<file path="config.mk">
export PLATFORM = sky130hd
export DESIGN_NAME = core_ex_lsu_flat
export DESIGN_NICKNAME = d
export VERILOG_FILES = /design/src/rtl/core_ex_lsu_if.sv /design/src/rtl/core_ex_lsu.sv /design/src/flat_wrapper.sv
export SDC_FILE = /design/constraint.sdc
export NUM_CORES = 1
export LEC_CHECK = 0
export ABC_AREA = 1
export CORE_ASPECT_RATIO = 2
export CORE_MARGIN = 2
export CORE_UTILIZATION = 45
export CTS_BUF_LIST = sky130_fd_sc_hd__clkbuf_4
export DETAILED_ROUTE_END_ITERATION = 8
export PLACE_DENSITY = 0.88
export RECOVER_POWER = 50
export SLEW_MARGIN = 20
export SYNTH_ARGS = -nofsm -noshare
export SYNTH_HDL_FRONTEND = slang
export SYNTH_SLANG_ARGS = --single-unit
</file>
<file path="constraint.sdc">
create_clock -name clk -period 3.1 [get_ports clk]
set_input_delay 0.31 -clock clk [delete_from_list [all_inputs] [get_ports clk]]
set_output_delay 0.31 -clock clk [all_outputs]
set_load 0.05 [all_outputs]
</file>
<file path="src/rtl/core_ex_lsu_if.sv">
// Data-bus interface between the core_ex_lsu load/store unit (master) and memory (slave).
interface core_ex_lsu_if #(
  parameter int unsigned XLEN   = 32,
  parameter int unsigned ADDR_W = 32
);
  localparam int unsigned STRB_W = XLEN / 8;

  logic              mem_req_out;
  logic              mem_we_out;
  logic [ADDR_W-1:0] mem_addr_out;
  logic [STRB_W-1:0] mem_strb_out;
  logic [XLEN-1:0]   mem_data_out;
  logic [XLEN-1:0]   mem_data_in;
  logic              mem_ack_in;

  modport master (
    output mem_req_out, mem_we_out, mem_addr_out, mem_strb_out, mem_data_out,
    input  mem_data_in, mem_ack_in
  );

  modport slave (
    input  mem_req_out, mem_we_out, mem_addr_out, mem_strb_out, mem_data_out,
    output mem_data_in, mem_ack_in
  );
endinterface

</file>
<file path="src/rtl/core_ex_lsu.sv">
// Registered execute stage: ALU writeback, jumps/branches and a handshaked load/store unit.
// Optional macro CORE_EX_MISALIGN_TRAP_EN: trap misaligned halfword/word accesses instead of aligning them.
module core_ex_lsu #(
  parameter int unsigned XLEN    = 32,
  parameter int unsigned ADDR_W  = 32,
  parameter int unsigned TIMEOUT = 16
) (
  input  logic              clk,
  input  logic              rst,
  input  logic              valid_in,
  input  logic [6:0]        opcode_in,
  input  logic [2:0]        func3_in,
  input  logic              reg_we_in,
  input  logic [4:0]        reg_write_addr_in,
  input  logic [XLEN-1:0]   reg1_data_in,
  input  logic [XLEN-1:0]   reg2_data_in,
  input  logic [XLEN-1:0]   eval_val_in,
  input  logic [ADDR_W-1:0] inst_addr_in,
  input  logic [XLEN-1:0]   immI_in,
  input  logic [XLEN-1:0]   immB_in,
  input  logic [XLEN-1:0]   immJ_in,
  output logic              reg_we_out,
  output logic [4:0]        reg_write_addr_out,
  output logic [XLEN-1:0]   reg_write_data_out,
  output logic              hold_flag_out,
  output logic              jump_flag_out,
  output logic [ADDR_W-1:0] jump_addr_out,
  core_ex_lsu_if.master     bus,
  output logic              bus_err_out,
  output logic              misalign_out
);
  localparam int unsigned STRB_W = XLEN / 8;
  localparam int unsigned OFF_W  = $clog2(STRB_W);
  localparam int unsigned CNT_W  = $clog2(TIMEOUT + 1);
  localparam logic [ADDR_W-1:0] CPU_RST_ADDRESS = '0;

  localparam logic [6:0] OP_LOAD   = 7'b0000011;
  localparam logic [6:0] OP_STORE  = 7'b0100011;
  localparam logic [6:0] OP_BRANCH = 7'b1100011;
  localparam logic [6:0] OP_JAL    = 7'b1101111;
  localparam logic [6:0] OP_JALR   = 7'b1100111;

  // Branch compare code carried on eval_val_in: one flag bit per relation.
  localparam int unsigned CMP_EQ_BIT  = 0;
  localparam int unsigned CMP_LT_BIT  = 1;
  localparam int unsigned CMP_LTU_BIT = 2;

  typedef enum logic [1:0] {S_IDLE, S_MEM, S_WB} state_t;

  state_t           state;
  logic [CNT_W-1:0] cnt;
  logic [OFF_W-1:0] lane_q;
  logic [2:0]       func3_q;
  logic [4:0]       rd_q;
  logic             wb_en_q;

  logic              is_mem_c, is_store_c, trap_c, take_c, timeout_c;
  logic [ADDR_W-1:0] eff_addr_c;
  logic [OFF_W-1:0]  off_c, lane_off_c;
  logic [1:0]        size_c;
  logic [7:0]        size_mask_c;
  logic [STRB_W-1:0] strb_c;
  logic [XLEN-1:0]   wdata_c, rdata_sh_c, load_data_c;

  // Accept-side decode: address, lane, strobes, replicated store data, branch outcome.
  always_comb begin
    is_mem_c    = (opcode_in == OP_LOAD) || (opcode_in == OP_STORE);
    is_store_c  = (opcode_in == OP_STORE);
    eff_addr_c  = ADDR_W'(eval_val_in);
    off_c       = eff_addr_c[OFF_W-1:0];
    size_c      = func3_in[1:0];
    lane_off_c  = off_c & ~OFF_W'((32'd1 << size_c) - 32'd1);
    size_mask_c = 8'hFF;
    wdata_c     = reg2_data_in;
    case (size_c)
      2'd0: begin
        size_mask_c = 8'h01;
        wdata_c     = {STRB_W{reg2_data_in[7:0]}};
      end
      2'd1: begin
        size_mask_c = 8'h03;
        wdata_c     = {(STRB_W/2){reg2_data_in[15:0]}};
      end
      2'd2: begin
        size_mask_c = 8'h0F;
        wdata_c     = {(XLEN/32){reg2_data_in[31:0]}};
      end
      default: ;
    endcase
    strb_c = is_store_c ? (STRB_W'(size_mask_c) << lane_off_c) : '1;
    take_c = 1'b0;
    case (func3_in)
      3'd0: take_c =  eval_val_in[CMP_EQ_BIT];
      3'd1: take_c = !eval_val_in[CMP_EQ_BIT];
      3'd4: take_c =  eval_val_in[CMP_LT_BIT];
      3'd5: take_c = !eval_val_in[CMP_LT_BIT];
      3'd6: take_c =  eval_val_in[CMP_LTU_BIT];
      3'd7: take_c = !eval_val_in[CMP_LTU_BIT];
      default: take_c = 1'b0;
    endcase
  end

  // Load return: select the lane captured at acceptance and extend.
  always_comb begin
    rdata_sh_c = bus.mem_data_in >> {lane_q, 3'b000};
    case (func3_q)
      3'd0:    load_data_c = XLEN'($signed(rdata_sh_c[7:0]));
      3'd1:    load_data_c = XLEN'($signed(rdata_sh_c[15:0]));
      3'd2:    load_data_c = XLEN'($signed(rdata_sh_c[31:0]));
      3'd4:    load_data_c = XLEN'(rdata_sh_c[7:0]);
      3'd5:    load_data_c = XLEN'(rdata_sh_c[15:0]);
      3'd6:    load_data_c = XLEN'(rdata_sh_c[31:0]);
      default: load_data_c = rdata_sh_c;
    endcase
  end

  assign timeout_c = (cnt == CNT_W'(TIMEOUT - 1));

`ifdef CORE_EX_MISALIGN_TRAP_EN
  logic misaligned_c;
  assign misaligned_c = ((size_c == 2'd1) && off_c[0]) || ((size_c == 2'd2) && (off_c[1:0] != 2'b00));
  assign trap_c       = is_mem_c && misaligned_c;

  always_ff @(posedge clk) begin
    if (rst) misalign_out <= 1'b0;
    else     misalign_out <= (state == S_IDLE) && valid_in && trap_c;
  end
`else
  assign trap_c       = 1'b0;
  assign misalign_out = 1'b0;
`endif

  always_ff @(posedge clk) begin
    if (rst) begin
      state              <= S_IDLE;
      cnt                <= '0;
      lane_q             <= '0;
      func3_q            <= '0;
      rd_q               <= '0;
      wb_en_q            <= 1'b0;
      reg_we_out         <= 1'b0;
      reg_write_addr_out <= '0;
      reg_write_data_out <= '0;
      hold_flag_out      <= 1'b0;
      jump_flag_out      <= 1'b0;
      jump_addr_out      <= CPU_RST_ADDRESS;
      bus_err_out        <= 1'b0;
      bus.mem_req_out    <= 1'b0;
      bus.mem_we_out     <= 1'b0;
      bus.mem_addr_out   <= CPU_RST_ADDRESS;
      bus.mem_strb_out   <= '0;
      bus.mem_data_out   <= '0;
    end else begin
      reg_we_out    <= 1'b0;
      jump_flag_out <= 1'b0;
      bus_err_out   <= 1'b0;
      case (state)
        S_IDLE: begin
          if (valid_in && is_mem_c) begin
            if (!trap_c) begin
              state            <= S_MEM;
              hold_flag_out    <= 1'b1;
              cnt              <= '0;
              lane_q           <= lane_off_c;
              func3_q          <= func3_in;
              rd_q             <= reg_write_addr_in;
              wb_en_q          <= reg_we_in && (reg_write_addr_in != 5'd0);
              bus.mem_req_out  <= 1'b1;
              bus.mem_we_out   <= is_store_c;
              bus.mem_addr_out <= {eff_addr_c[ADDR_W-1:OFF_W], OFF_W'(0)};
              bus.mem_strb_out <= strb_c;
              bus.mem_data_out <= wdata_c;
            end
          end else if (valid_in) begin
            reg_we_out         <= reg_we_in && (reg_write_addr_in != 5'd0);
            reg_write_addr_out <= reg_write_addr_in;
            reg_write_data_out <= eval_val_in;
            if (opcode_in == OP_JAL) begin
              jump_flag_out <= 1'b1;
              jump_addr_out <= inst_addr_in + ADDR_W'(immJ_in);
            end else if (opcode_in == OP_JALR) begin
              jump_flag_out <= 1'b1;
              jump_addr_out <= ADDR_W'(reg1_data_in + immI_in) & ~ADDR_W'(1);
            end else if ((opcode_in == OP_BRANCH) && take_c) begin
              jump_flag_out <= 1'b1;
              jump_addr_out <= inst_addr_in + ADDR_W'(immB_in);
            end
          end
        end
        S_MEM: begin
          // Ack beats a timeout landing in the same cycle.
          if (bus.mem_ack_in) begin
            bus.mem_req_out <= 1'b0;
            if (bus.mem_we_out) begin
              state         <= S_IDLE;
              hold_flag_out <= 1'b0;
            end else begin
              state              <= S_WB;
              reg_we_out         <= wb_en_q;
              reg_write_addr_out <= rd_q;
              reg_write_data_out <= load_data_c;
            end
          end else if (timeout_c) begin
            bus.mem_req_out <= 1'b0;
            bus_err_out     <= 1'b1;
            state           <= S_IDLE;
            hold_flag_out   <= 1'b0;
          end else if (cnt != '1) begin
            cnt <= cnt + CNT_W'(1);
          end
        end
        S_WB: begin
          state         <= S_IDLE;
          hold_flag_out <= 1'b0;
        end
        default: begin
          state         <= S_IDLE;
          hold_flag_out <= 1'b0;
        end
      endcase
    end
  end
endmodule
</file>
<file path="src/flat_wrapper.sv">
// flat-port wrapper written by rule: the top's interface ports become plain ports
module core_ex_lsu_flat 
#(
  parameter int unsigned XLEN    = 32,
  parameter int unsigned ADDR_W  = 32,
  parameter int unsigned TIMEOUT = 16
)
  (clk, rst, valid_in, opcode_in, func3_in, reg_we_in, reg_write_addr_in, reg1_data_in, reg2_data_in, eval_val_in, inst_addr_in, immI_in, immB_in, immJ_in, reg_we_out, reg_write_addr_out, reg_write_data_out, hold_flag_out, jump_flag_out, jump_addr_out, bus_err_out, misalign_out, bus_mem_req_out, bus_mem_we_out, bus_mem_addr_out, bus_mem_strb_out, bus_mem_data_out, bus_mem_data_in, bus_mem_ack_in);
  core_ex_lsu_if #(.XLEN(XLEN), .ADDR_W(ADDR_W)) bus_i ();
  input  logic clk;
  input  logic rst;
  input  logic valid_in;
  input  logic [6:0] opcode_in;
  input  logic [2:0] func3_in;
  input  logic reg_we_in;
  input  logic [4:0] reg_write_addr_in;
  input  logic [XLEN-1:0] reg1_data_in;
  input  logic [XLEN-1:0] reg2_data_in;
  input  logic [XLEN-1:0] eval_val_in;
  input  logic [ADDR_W-1:0] inst_addr_in;
  input  logic [XLEN-1:0] immI_in;
  input  logic [XLEN-1:0] immB_in;
  input  logic [XLEN-1:0] immJ_in;
  output logic reg_we_out;
  output logic [4:0] reg_write_addr_out;
  output logic [XLEN-1:0] reg_write_data_out;
  output logic hold_flag_out;
  output logic jump_flag_out;
  output logic [ADDR_W-1:0] jump_addr_out;
  output logic bus_err_out;
  output logic misalign_out;
  output wire logic [$bits(bus_i.mem_req_out)-1:0] bus_mem_req_out;
  output wire logic [$bits(bus_i.mem_we_out)-1:0] bus_mem_we_out;
  output wire logic [$bits(bus_i.mem_addr_out)-1:0] bus_mem_addr_out;
  output wire logic [$bits(bus_i.mem_strb_out)-1:0] bus_mem_strb_out;
  output wire logic [$bits(bus_i.mem_data_out)-1:0] bus_mem_data_out;
  input wire logic [$bits(bus_i.mem_data_in)-1:0] bus_mem_data_in;
  input wire logic [$bits(bus_i.mem_ack_in)-1:0] bus_mem_ack_in;
  assign bus_mem_req_out = bus_i.mem_req_out;
  assign bus_mem_we_out = bus_i.mem_we_out;
  assign bus_mem_addr_out = bus_i.mem_addr_out;
  assign bus_mem_strb_out = bus_i.mem_strb_out;
  assign bus_mem_data_out = bus_i.mem_data_out;
  assign bus_i.mem_data_in = bus_mem_data_in;
  assign bus_i.mem_ack_in = bus_mem_ack_in;
  core_ex_lsu #(.XLEN(XLEN), .ADDR_W(ADDR_W), .TIMEOUT(TIMEOUT)) u_core (.clk(clk), .rst(rst), .valid_in(valid_in), .opcode_in(opcode_in), .func3_in(func3_in), .reg_we_in(reg_we_in), .reg_write_addr_in(reg_write_addr_in), .reg1_data_in(reg1_data_in), .reg2_data_in(reg2_data_in), .eval_val_in(eval_val_in), .inst_addr_in(inst_addr_in), .immI_in(immI_in), .immB_in(immB_in), .immJ_in(immJ_in), .reg_we_out(reg_we_out), .reg_write_addr_out(reg_write_addr_out), .reg_write_data_out(reg_write_data_out), .hold_flag_out(hold_flag_out), .jump_flag_out(jump_flag_out), .jump_addr_out(jump_addr_out), .bus(bus_i), .bus_err_out(bus_err_out), .misalign_out(misalign_out));
endmodule
</file>
After elaboration in Yosys (flattened, before gate mapping):

Cells that the tools add are included.

* $add $sub $neg: 5
* eq/ne operators: 28
* shift-type cells: 3
* muxes and demuxes: 44
* bitwise logic cells: 6
* reduce and logical (&&, ||, !) cells: 23

Operators with widths (count)
* two-way mux 32 bit: 7
* one-hot mux 32 bit (2 select lines): 2
* one-hot mux 32 bit (4 select lines): 1
* adder 32 bit: 3
* two-way mux 5 bit: 8
* >> shifter 32 x 5 -> 32 bit: 1
* == test 7 bit (second input constant): 3
* one-hot mux 5 bit (2 select lines): 2
* == test 3 bit (second input constant): 6
* two-way mux 1 bit: 13
* inequality test 2 bit (second input constant): 6
* one-hot mux 4 bit (3 select lines): 1
* AND reduction 5 bit: 2
* two-way mux 2 bit: 4
* == test 7 x 2 -> 1 bit (second input constant): 1
* == test 7 x 6 -> 1 bit (second input constant): 1
* == test 3 x 1 -> 1 bit (second input constant): 2
* logical NOT 3 bit: 2
* inequality test 3 x 2 -> 1 bit (second input constant): 2
* one-hot mux 1 bit (2 select lines): 3
* one-hot mux 1 bit (6 select lines): 1
* AND reduction 3 bit: 2
* adder 5 x 1 -> 5 bit (second input constant): 1
* == test 5 x 4 -> 1 bit (second input constant): 1
* other kinds (23): 34

* register bits after elaboration: 159

Logic depth before layout (Yosys ltp):

* word-level depth: 6
* gate-level depth with buffers: 18

Worst setup path after synthesis:

Ideal clock, no wire load.

* path type: in2reg
* start point: input port inst_addr_in[0]
* end point: register u_core.jump_addr_out[16]
* setup time: 0.109 ns
* arrival time: 1.995 ns
* path slack: 0.996 ns
* cell stages on the path: 15
* path buffers: 0
* path through: ha_1 -> fa_1 -> nand2_1 -> nand2_1 -> o21ai_0 -> inv_1 -> nand2_1 -> nand2_1 -> nand2_1 -> nand2_1 -> or2_2 -> nand3_1 -> nand3_1 -> nand2_1 -> inv_1

* word-level cells in the longest chain between the ends: 4

RTL lines
* start: declaration: RTL line flat_wrapper.sv:20 `input logic [ADDR_W-1:0] inst_addr_in;`
* adder 32 bit: RTL line core_ex_lsu.sv:186 `jump_addr_out <= inst_addr_in + ADDR_W'(immB_in);`
* two-way mux 32 bit: RTL line core_ex_lsu.sv:184 `end else if ((opcode_in == OP_BRANCH) && take_c) begin`
* two-way mux 32 bit: RTL line core_ex_lsu.sv:181 `end else if (opcode_in == OP_JALR) begin`
* two-way mux 32 bit (*): RTL line core_ex_lsu.sv:178 `if (opcode_in == OP_JAL) begin`
* end signal: assignment: RTL line core_ex_lsu.sv:180 `jump_addr_out <= inst_addr_in + ADDR_W'(immJ_in);`
* end signal: assignment: RTL line core_ex_lsu.sv:183 `jump_addr_out <= ADDR_W'(reg1_data_in + immI_in) & ~ADDR_W'(1);`
* end signal: assignment: RTL line core_ex_lsu.sv:186
* end: declaration: RTL line core_ex_lsu.sv:27 `output logic [ADDR_W-1:0] jump_addr_out,`

Mark *: on every way between the ends. The rest lies on a longest branch, timed or not. The select of a mux whose other input is x is not followed.
A chain may end at the register's enable or synchronous reset.

Final worst setup path:

* start point: input port func3_in[0]
* end point: register u_core.jump_addr_out[5]

* word-level cells in the longest chain between the ends: 5

RTL lines
* start: declaration: RTL line flat_wrapper.sv:14 `input logic [2:0] func3_in;`
* == test 3 bit, or another cell as far along: RTL line core_ex_lsu.sv:92 `case (func3_in)`
* one-hot mux 1 bit (6 select lines) (*): RTL line core_ex_lsu.sv:92
* logical AND 1 bit (*): RTL line core_ex_lsu.sv:184
* nonzero test 3 bit (no source line) (*)
* AND reduction 4 bit (no source line) (*)

Mark *: on every way between the ends. The rest lies on a longest branch, timed or not.

==> run metrics <==
status finished, final reports clean; TritonCTS Sinks 159; total die area 0.0327 sq mm; GRT overflow 0; Die X 129 microns; met2 Resource Use GR 72.9%; Antenna Nets Post-Route 0; drt total wl 66600 microns; flops & latches, synth 159; Core Region 0.0307 sq mm; via count 18100; synth unique cells 49; nets@finish 3213; Final setup viols 0; P per Cell Area 315 mW/mm^2; ys async rst share 0%; Post-synth EDFFs 0; NetSw 2.45 mW; layout cells sized above 1 2.91%; Starting Density 45.7%; fmax 0.367 GHz; max capacitance violation total 0; FF/Latch Area 0.00318 sq mm; Reg clk slew, reported paths 0.16 ns; CTS tree done; final cell count without fillers 3230; LEAKAGE 9.20 nW; relative slew slack 29.4%; Crit Path Class in -> reg; Hold Buf Count CTS 0; final slew viol count 0; critical path fanouts, max 57; syn_area_per_cell 5.74 sq um; final number of hold-violating endpoints 0; total global-route track usage 39.9%; WP data arrival 3.29 ns; Clk Latency, worst-skew pair 0.63 ns; unrepaired setup endpoints after global routing false; initial antenna violation count 7; synth top area cells dfxtp_1 (23%), nand2_1 (20%), inv_1 (8.8%); Multi-input gate area 0.00920 sq mm; Reg power frac 35.5%; Die Y-Extent 254 microns; DRC Markers 0; Sw Share 41.1%; vias in the first global route 17700; DP Cell Count 3191; placed cell areas 0.0187 sq mm; Placement Setup Slack 0.205 ns; CTS Root Cell clkbuf_4; Seq/Total Area, Yosys 22.7%; GP Congestion 1.02; first-pass GRT wire length 97700 microns; Design Power 5.96 mW; Worst Tran Pin Value 1.06 ns; cells after synthesis 2447; final setup margin 0.377 ns; Data required, critical path 3.67 ns; fillers 3088; Comb pwr share 40.7%; Hold Worst Slack 0.266 ns; PortBufs 416; CTS Buffer Depth 2; GR Util met1 34.6%; CP Capture Type flop; drt via density 5.59; Core Util, Final 61.6%; Syn-to-layout area delta 34.9%; cell internal pwr 3.51 mW; min cycle time layout 2.72 ns; I/O Pins 420; Final TNS setup 0 ns; Site Rows 91; post-synth top area cell dfxtp_1; CTS buffer count 17; H-tree levels 4; VDD IR max 237 uV; GR peak layer met2; postcts setup bufs 0; most common flop cell mapped by yosys dfxtp_1; DR pass1 iterations 8; Hold WC Path Type in -> reg; fin area 0.0189 sq mm; Tcrit/Tclk final 87.9%; M3 GR Usage 7.64%; warnings from Yosys 0; HPWL Detailed 54800 microns; Post-CTS Resized 0; Cell Area, Synth 0.0140 sq mm; clock share of power 23.7%; Startpoint Class primary input; Avg WL per Cell 20.6 microns; clock skew 0.0309 ns; post-synth top area share 22.7%; starting DRC count in detailed routing 1071; largest net degree at the start of global routing 79
-- metal layers --
layer	up-vias	part of all wire (%)
li1	8706	-
met1	8110	31
met2	910	51
met3	326	6.8
met4	0	12
met5	-	0
-- path summary, 6_finish.rpt --
| check | startpoint | to | slack, ns | depth (start not counted) |
|---|---|---|---|---|
| max | func3_in[0] | u_core.jump_addr_out[5] | 0.38 | 12 |
| min | eval_val_in[5] | u_core.reg_write_data_out[5] | 0.27 | 3 |
| max reg2reg | u_core.state[1] | u_core.rd_q[2] | 0.49 | 6 |
| min reg2reg | u_core.jump_addr_out[5] | u_core.jump_addr_out[5] | 0.48 | 2 |
-- cell usage after synthesis (2+ instances only) --
library cell and n:
nand2_1 732, inv_1 330, nor2_1 252, nand3_1 226, o21ai_0 207, a21oi_1 182, dfxtp_1 159, ha_1 96
clkbuf_1 48, a31oi_1 20, buf_2 18, nor3_1 16, nand4_1 14, o21ai_1 14, xor2_1 14, o22ai_1 13
o211ai_1 10, nand3b_1 9, a21o_1 8, buf_1 8, o21bai_1 8, a311oi_1 6, inv_2 6, buf_4 5
xnor2_1 5, a21oi_2 4, and3_1 4, and2_1 3, buf_6 3, clkbuf_2 3, fa_1 3, nor4_1 3
or2_2 2
-- cell families (layout without fill, tap and decap cells) --
family | count (synthesis) | after routing | share of synthesized area, %
compound gates | 477 | 477 | 18.2
buf+inv | 422 | 824 | 11.8
simple gates | 1270 | 1270 | 37.2
xor+xnor | 19 | 19 | 1.19
other cells | 1 | 10 | 0.0267
flops | 159 | 159 | 22.7
fa+ha+maj | 99 | 99 | 8.98
-- worst max-delay path, cell delays in order --
cell and delay [ns]:
clkdlybuf4s50_1 0.41, buf_4 0.20, nor2_1 0.23, nand2_1 0.19, o211ai_1 0.12, nand2_1 0.09
o22ai_2 0.13, nand2_1 0.37, clkinv_1 0.12, clkbuf_4 0.58, o21ai_0 0.32, a21oi_1 0.19
-- area by class of cell --
class | count | share of cell area, %
Timing Repair Buffer | 455 | 23.8
Tap cell | 372 | 2.46
Clock buffer | 17 | 0.674
Antenna cell | 7 | 0.0925
Inverter | 337 | 6.69
Multi-Input combinational cell | 1868 | 48.6
Clock inverter | 15 | 0.925
Sequential cell | 159 | 16.8
-- power groups by stage --
stage / clock network [mW] / logic (mW) / registers [mW]
floorplan: 0 / 1.19 / 2.33
global placement: 0 / 2.35 / 2.16
detailed placement: 0 / 2.38 / 2.16
CTS: 1.42 / 2.39 / 2.12
global route: 1.49 / 2.64 / 2.12
finish: 1.41 / 2.43 / 2.12
-- registers in the layout, indices dropped and copies added (netlist names) --
name / flops
u_core.bus.mem_addr_out: 30
u_core.bus.mem_data_out: 32
u_core.bus.mem_req_out: 1
u_core.bus.mem_strb_out: 4
u_core.bus.mem_we_out: 1
u_core.bus_err_out: 1
u_core.cnt: 5
u_core.func3_q: 3
u_core.hold_flag_out: 1
u_core.jump_addr_out: 32
u_core.jump_flag_out: 1
u_core.lane_q: 2
u_core.rd_q: 5
u_core.reg_we_out: 1
u_core.reg_write_addr_out: 5
u_core.reg_write_data_out: 32
u_core.state: 2
u_core.wb_en_q: 1
-- layout by cell type (no fill, tap or decap), drive strengths merged, types with 8 or more instances in the layout --
master           n
xor2            14
clkdlybuf4s50  358
o211ai          10
a31oi           20
a21o             8
nand3          226
dlygate4sd3     58
nand2          734
o22ai           14
nor3            18
nand3b           9
inv            341
o21ai          222
nor2           254
o21bai           8
dfxtp          159
nand4           15
clkbuf          22
ha              96
buf             34
a21oi          186
No activity file was read; power rests on OpenSTA's default activity.
